<file path="src/rtl/fetch_unit_pkg.sv">
// Shared definitions for the instruction fetch stage: default widths, FSM encoding, opcode field.
package fetch_unit_pkg;

    localparam int unsigned AW_DEF       = 10;
    localparam int unsigned IW_DEF       = 16;
    localparam int unsigned RESET_PC_DEF = 0;

    // Branch offset width and opcode field position within an instruction word
    localparam int unsigned BR_W    = 6;
    localparam int unsigned OPC_MSB = 15;
    localparam int unsigned OPC_LSB = 10;

    typedef enum logic [1:0] {
        ST_IDLE = 2'd0,
        ST_REQ  = 2'd1,
        ST_HOLD = 2'd2,
        ST_DROP = 2'd3
    } fetch_state_e;

endpackage

</file>
<file path="src/rtl/fetch_unit_pc_target.sv">
// Next-PC selection: jump has priority over branch, otherwise sequential; all wrap modulo 2^AW.
module pc_target
    import fetch_unit_pkg::*;
#(
    parameter int unsigned AW = AW_DEF
) (
    input  logic [AW-1:0]   pc_i,
    input  logic [AW-1:0]   instr_pc_i,
    input  logic            jmp_en_i,
    input  logic [AW-1:0]   jmp_dir_i,
    input  logic            br_en_i,
    input  logic [BR_W-1:0] br_dir_i,
    output logic [AW-1:0]   next_pc_c_o,
    output logic            redirect_c_o
);

    logic [AW-1:0] br_off_c;

    // Priority mux of sequential, jump and PC-relative branch targets
    always_comb begin
        br_off_c     = {{(AW-BR_W){br_dir_i[BR_W-1]}}, br_dir_i};
        redirect_c_o = jmp_en_i | br_en_i;
        next_pc_c_o  = pc_i + AW'(1);
        if (jmp_en_i) begin
            next_pc_c_o = jmp_dir_i;
        end else if (br_en_i) begin
            next_pc_c_o = instr_pc_i + br_off_c;
        end
    end

endmodule

</file>
<file path="src/rtl/fetch_unit.sv">
// Instruction fetch stage: PC, req/ack fetch to instruction memory, valid/ready output, redirects.
module fetch_unit
    import fetch_unit_pkg::*;
#(
    parameter int unsigned   AW       = AW_DEF,
    parameter int unsigned   IW       = IW_DEF,
    parameter logic [AW-1:0] RESET_PC = AW'(RESET_PC_DEF)
) (
    input  logic            clk,
    input  logic            reset,
    output logic            imem_req,
    output logic [AW-1:0]   imem_addr,
    input  logic            imem_ack,
    input  logic [IW-1:0]   imem_data,
    output logic [IW-1:0]   instr,
    output logic [AW-1:0]   instr_pc,
    output logic            instr_valid,
    input  logic            instr_ready,
    input  logic            jmp_en,
    input  logic [AW-1:0]   jmp_dir,
    input  logic            br_en,
    input  logic [BR_W-1:0] br_dir
);

    fetch_state_e  state_q, state_d;
    logic [AW-1:0] pc_q, pc_d;
    logic [AW-1:0] req_addr_q, req_addr_d;
    logic [IW-1:0] instr_q, instr_d;
    logic [AW-1:0] instr_pc_q, instr_pc_d;
    logic          instr_valid_q;
    logic          imem_req_q;

    logic [AW-1:0] next_pc_c;
    logic          redirect_c;

    pc_target #(
        .AW (AW)
    ) u_pc_target (
        .pc_i         (pc_q),
        .instr_pc_i   (instr_pc_q),
        .jmp_en_i     (jmp_en),
        .jmp_dir_i    (jmp_dir),
        .br_en_i      (br_en),
        .br_dir_i     (br_dir),
        .next_pc_c_o  (next_pc_c),
        .redirect_c_o (redirect_c)
    );

    // FSM state register
    always_ff @(posedge clk or negedge reset) begin
        if (!reset) begin
            state_q <= ST_IDLE;
        end else begin
            state_q <= state_d;
        end
    end

    // Next-state logic; a redirect always abandons the current fetch or held instruction
    always_comb begin
        state_d = state_q;
        unique case (state_q)
            ST_IDLE: state_d = ST_REQ;
            ST_REQ: begin
                if (imem_ack) begin
                    state_d = redirect_c ? ST_REQ : ST_HOLD;
                end else if (redirect_c) begin
                    state_d = ST_DROP;
                end
            end
            ST_HOLD: begin
                if (redirect_c || instr_ready) begin
                    state_d = ST_REQ;
                end
            end
            ST_DROP: begin
                if (imem_ack) begin
                    state_d = ST_REQ;
                end
            end
            default: state_d = ST_IDLE;
        endcase
    end

    // Datapath next values; req_addr only moves when a new request is launched
    always_comb begin
        pc_d       = pc_q;
        req_addr_d = req_addr_q;
        instr_d    = instr_q;
        instr_pc_d = instr_pc_q;
        unique case (state_q)
            ST_IDLE: begin
                if (redirect_c) begin
                    pc_d = next_pc_c;
                end
                req_addr_d = pc_d;
            end
            ST_REQ: begin
                if (imem_ack && !redirect_c) begin
                    instr_d    = imem_data;
                    instr_pc_d = pc_q;
                    pc_d       = next_pc_c;
                end else if (redirect_c) begin
                    pc_d = next_pc_c;
                    if (imem_ack) begin
                        req_addr_d = next_pc_c;
                    end
                end
            end
            ST_HOLD: begin
                if (redirect_c) begin
                    pc_d       = next_pc_c;
                    req_addr_d = next_pc_c;
                end else if (instr_ready) begin
                    req_addr_d = pc_q;
                end
            end
            ST_DROP: begin
                if (redirect_c) begin
                    pc_d = next_pc_c;
                end
                // Stale response discarded; relaunch at the newest target
                if (imem_ack) begin
                    req_addr_d = pc_d;
                end
            end
            default: ;
        endcase
    end

    // Datapath and registered handshake outputs
    always_ff @(posedge clk or negedge reset) begin
        if (!reset) begin
            pc_q          <= RESET_PC;
            req_addr_q    <= RESET_PC;
            instr_q       <= '0;
            instr_pc_q    <= RESET_PC;
            instr_valid_q <= 1'b0;
            imem_req_q    <= 1'b0;
        end else begin
            pc_q          <= pc_d;
            req_addr_q    <= req_addr_d;
            instr_q       <= instr_d;
            instr_pc_q    <= instr_pc_d;
            instr_valid_q <= (state_d == ST_HOLD);
            imem_req_q    <= (state_d == ST_REQ) || (state_d == ST_DROP);
        end
    end

    assign imem_req    = imem_req_q;
    assign imem_addr   = req_addr_q;
    assign instr       = instr_q;
    assign instr_pc    = instr_pc_q;
    assign instr_valid = instr_valid_q;

endmodule
</file>
<file path="config.mk">
export PLATFORM = sky130hd
export DESIGN_NAME = fetch_unit
export DESIGN_NICKNAME = d
export VERILOG_FILES = /design/src/rtl/fetch_unit_pkg.sv /design/src/rtl/fetch_unit_pc_target.sv /design/src/rtl/fetch_unit.sv
export SDC_FILE = /design/constraint.sdc
export NUM_CORES = 1
export LEC_CHECK = 0
export CAP_MARGIN = 0
export CORE_ASPECT_RATIO = 1.75
export CORE_MARGIN = 2
export CORE_UTILIZATION = 28
export CTS_CLUSTER_DIAMETER = 150
export DETAILED_ROUTE_END_ITERATION = 6
export SYNTH_ARGS = -nofsm -noshare
export SYNTH_HDL_FRONTEND = slang
export SYNTH_SLANG_ARGS = --single-unit
</file>
<file path="constraint.sdc">
create_clock -name clk -period 3 [get_ports clk]
set_input_delay 0.6 -clock clk [delete_from_list [all_inputs] [get_ports clk]]
set_output_delay 0.6 -clock clk [all_outputs]
set_load 0.05 [all_outputs]
</file>
==> impl_metrics.sql, run 1 <==
INSERT INTO impl_metrics (metric_group, metric, value, unit) VALUES
('logic_synthesis', 'synth_cell_types', '57', ''),
('global_route', 'gr-usage-all-layers', '15.3', '%'),
('logic_synthesis', 'synthesis.yosys.warnings', '0', ''),
('setup_path', 'worstPathMaxFanout', '4', ''),
('die', 'die_width', '80.2', 'um'),
('logic_synthesis', 'yosys_register_bits', '49', ''),
('detailed_routing', 'wl_per_cell', '16.5', 'um'),
('sta', 'period_needed', '2.55', 'ns'),
('sta', 'timing.clock.skew', '0.00454', 'ns'),
('flow_run', 'timing.max_cap.violations', '0', ''),
('sta', 'setup-violations-final', '0', ''),
('detailed_routing', 'detail_route.vias_per_cell', '5.09', ''),
('clock_network', 'cts_made_buffers', '5', ''),
('cells_and_area', 'seq_area', '0.00123', 'sq mm'),
('die', 'fp.coreArea', '0.00985', 'sq mm'),
('setup_path', 'critical_path.startpoint_type', 'primary input', ''),
('clock_network', 'clk_pin_slew_worst_paths', '0.07', 'ns'),
('detailed_routing', 'top_layer_used', 'met4', ''),
('clock_network', 'tritoncts_clock_tree', 'done', ''),
('detailed_routing', 'first_pass_iters', '4', ''),
('die', 'num_rows', '48', ''),
('cells_and_area', 'stdcell_count', '484', ''),
('logic_synthesis', 'synth.yosys.seq_area_share', '43.1', '%'),
('detailed_routing', 'routed_wl', '7990', 'um'),
('clock_network', 'cts_root_buffer', 'clkbuf_16', ''),
('die', 'die_h', '137', 'um'),
('die', 'design.die.area', '0.0110', 'sq mm'),
('placement', 'portBuffers', '75', ''),
('clock_network', 'cts.hold.buffers_added', '0', ''),
('power', 'worst_ir_drop_vdd', '385', 'uV'),
('global_route', 'grt_antenna_before_repair', '0', ''),
('power', 'p_leak', '0.00157', 'uW'),
('cells_and_area', 'multiInputGateArea', '0.00153', 'sq mm'),
('sta', 'hold_violations', '0', ''),
('cells_and_area', 'final_design_area_no_fill', '0.00391', 'sq mm'),
('logic_synthesis', 'mappedNetlistNets', '327', ''),
('cells_and_area', 'nets', '408', ''),
('global_route', 'grt_pass1_wl', '12800', 'um'),
('detailed_routing', 'wl_met1', '2770', 'um'),
('sta', 'max-slew-margin-rel', '56.4', '%'),
('logic_synthesis', 'number_of_flops_mapped_to_enable_cells_by_yosys', '0', ''),
('detailed_routing', 'routed-wl-met2', '4650', 'um'),
('outcome', 'status', 'finished clean', ''),
('placement', 'placer_s_final_routability_congestion_estimate', '0.800', ''),
('global_route', 'grt_pass1_vias', '2542', ''),
('clock_network', 'cts_sinks', '49', ''),
('setup_path', 'crit_arrival', '2.72', 'ns'),
('logic_synthesis', 'syn_avg_cell_area', '10.2', 'sq um'),
('die', 'pin_count', '76', ''),
('sta', 'timing_worst_slew_pin_value', '0.655', 'ns'),
('cells_and_area', 'fillerInstances', '1010', ''),
('cells_and_area', 'post_route_cells_drive_above_1_share', '13.1', '%'),
('sta', 'finalSetupTns', '0', 'ns'),
('detailed_routing', 'route.met3.wl', '379', 'um'),
('logic_synthesis', 'synth_cells', '278', ''),
('placement', 'detailedPlacementHpwl', '6170', 'um'),
('detailed_routing', 'dr.first_iter.drc_count', '184', ''),
('clock_network', 'post_cts_buffers', '0', ''),
('global_route', 'maximum_number_of_pins_on_one_net_before_global_route_repair', '50', ''),
('cells_and_area', 'finish.utilization', '39.7', '%'),
('sta', 'fmax', '392', 'MHz'),
('clock_network', 'worst_skew_pair_later_pin_latency', '0.29', 'ns'),
('cells_and_area', 'syn2layout_area_growth', '37.4', '%'),
('clock_network', 'htree_levels', '2', ''),
('power', 'p_per_area', '852', 'mW/mm^2'),
('setup_path', 'end_kind', 'flip-flop', ''),
('cells_and_area', 'n_antenna_cell', '0', ''),
('sta', 'total_count_of_max_transition_violations_in_the_final_report', '0', ''),
('sta', 'rsz0062_at_grt', 'no', ''),
('clock_network', 'postCtsResizedCells', '0', ''),
('placement', 'detailed_place.area', '0.00376', 'sq mm');
[synth_stat cells (2+ instances only)]
cell	count	area share (%)
dfrtp_1	49	43
nor2_1	22	2.9
nand2_1	21	2.8
mux2_2	18	7.1
a21oi_1	17	3.0
o21ai_0	17	3.0
ha_1	10	4.4
a31oi_1	9	2.0
mux2_1	9	3.6
buf_2	7	1.2
nand3_1	7	1.2
xnor2_1	6	1.8
a211oi_1	5	1.3
nand4_1	5	1.1
xor2_1	5	1.5
a21o_1	4	1.1
a22oi_1	4	1.1
nand2b_1	4	0.88
nor2b_1	4	0.88
o31ai_1	4	1.1
and2_1	3	0.66
buf_6	3	1.2
inv_1	3	0.40
nand3b_1	3	0.79
or3_1	3	0.66
and4_1	2	0.62
clkbuf_1	2	0.26
nor2_4	2	0.79
o22ai_1	2	0.44
[path summary, 6_finish.rpt]
kind	slack, ns	depth (start not counted)	endpoint	from
max in group asynchronous	2.15	2	imem_addr[0]$_DFFE_PN0P_	reset
max reg2reg	0.74	8	imem_addr[8]$_DFFE_PN0P_	instr_pc[0]$_DFFE_PN0P_
min in group clk	0.49	1	instr[12]$_DFFE_PN0P_	instr[12]$_DFFE_PN0P_
min reg2reg	0.49	1	instr[12]$_DFFE_PN0P_	instr[12]$_DFFE_PN0P_
max	0.45	9	imem_addr[8]$_DFFE_PN0P_	br_dir[0]
min	0.42	2	imem_addr[9]$_DFFE_PN0P_	reset
[metrics by stage]
stage	worst slack, ns	hold WS [ns]	total power [uW]
6_report	0.448	0.421	3330
5_1_grt	0.298	0.497	3520
4_1_cts	0.436	0.456	3370
3_5_place_dp	0.129	0.479	2770
3_3_place_gp	0.121	0.468	2740
2_1_floorplan	0.550	0.304	2170
[power breakdown]
part | leakage [uW] | internal [uW] | total, uW | switching (uW)
Combinational | 0.000922 | 671 | 1750 | 1070
Sequential | 0.000580 | 848 | 1010 | 160
Clock | 0.0000700 | 328 | 574 | 246
Total | 0.00157 | 1850 | 3330 | 1480
[flip-flops by register name (all words and copies together) (netlist names)]
register     flops
instr           16
instr_pc        10
state_q          2
imem_addr       10
pc_q            10
instr_valid      1
[area by class of cell]
type | count | share of cell area (%)
clock buffers | 7 | 3.65
inverters | 4 | 0.384
multi-input cells | 213 | 39.1
flip-flops and latches | 49 | 31.4
well taps | 125 | 4.00
repair buffers | 86 | 21.5
[routing by layer]
metal | vias up | GRT usage, %
li1 | 1189 | -
met4 | 0 | 6.31
met1 | 1189 | 14.9
met3 | 9 | 3.01
met5 | - | 0
met2 | 77 | 30.3
[logic make-up after synthesis]
kind of cell | after synthesis | synth area share (%)
simple gates | 87 | 16.5
buf+inv | 16 | 3.21
flops | 49 | 43.1
mux | 27 | 10.7
fa+ha+maj | 11 | 5.10
compound gates | 77 | 18.0
xor+xnor | 11 | 3.39
[critical path, cell delays in order]
cell	delay [ns]
clkdlybuf4s50_1	0.40
ha_1	0.21
fa_1	0.43
a211oi_1	0.25
buf_4	0.16
nor4b_1	0.05
or3_1	0.31
a21oi_1	0.18
o311ai_1	0.12
Note: power is estimated with default switching activity, not from simulation.
==> run 2, diff against run 1 <==
--- a/config.mk
+++ b/config.mk
@@ -11,6 +11,7 @@
 export CORE_UTILIZATION = 28
 export CTS_CLUSTER_DIAMETER = 150
 export DETAILED_ROUTE_END_ITERATION = 6
+export GPL_ROUTABILITY_DRIVEN = 0
 export SYNTH_ARGS = -nofsm -noshare
 export SYNTH_HDL_FRONTEND = slang
 export SYNTH_SLANG_ARGS = --single-unit
==> results of run 2 <==
The final DEF is identical to that of run 1; final timing and power are the same.
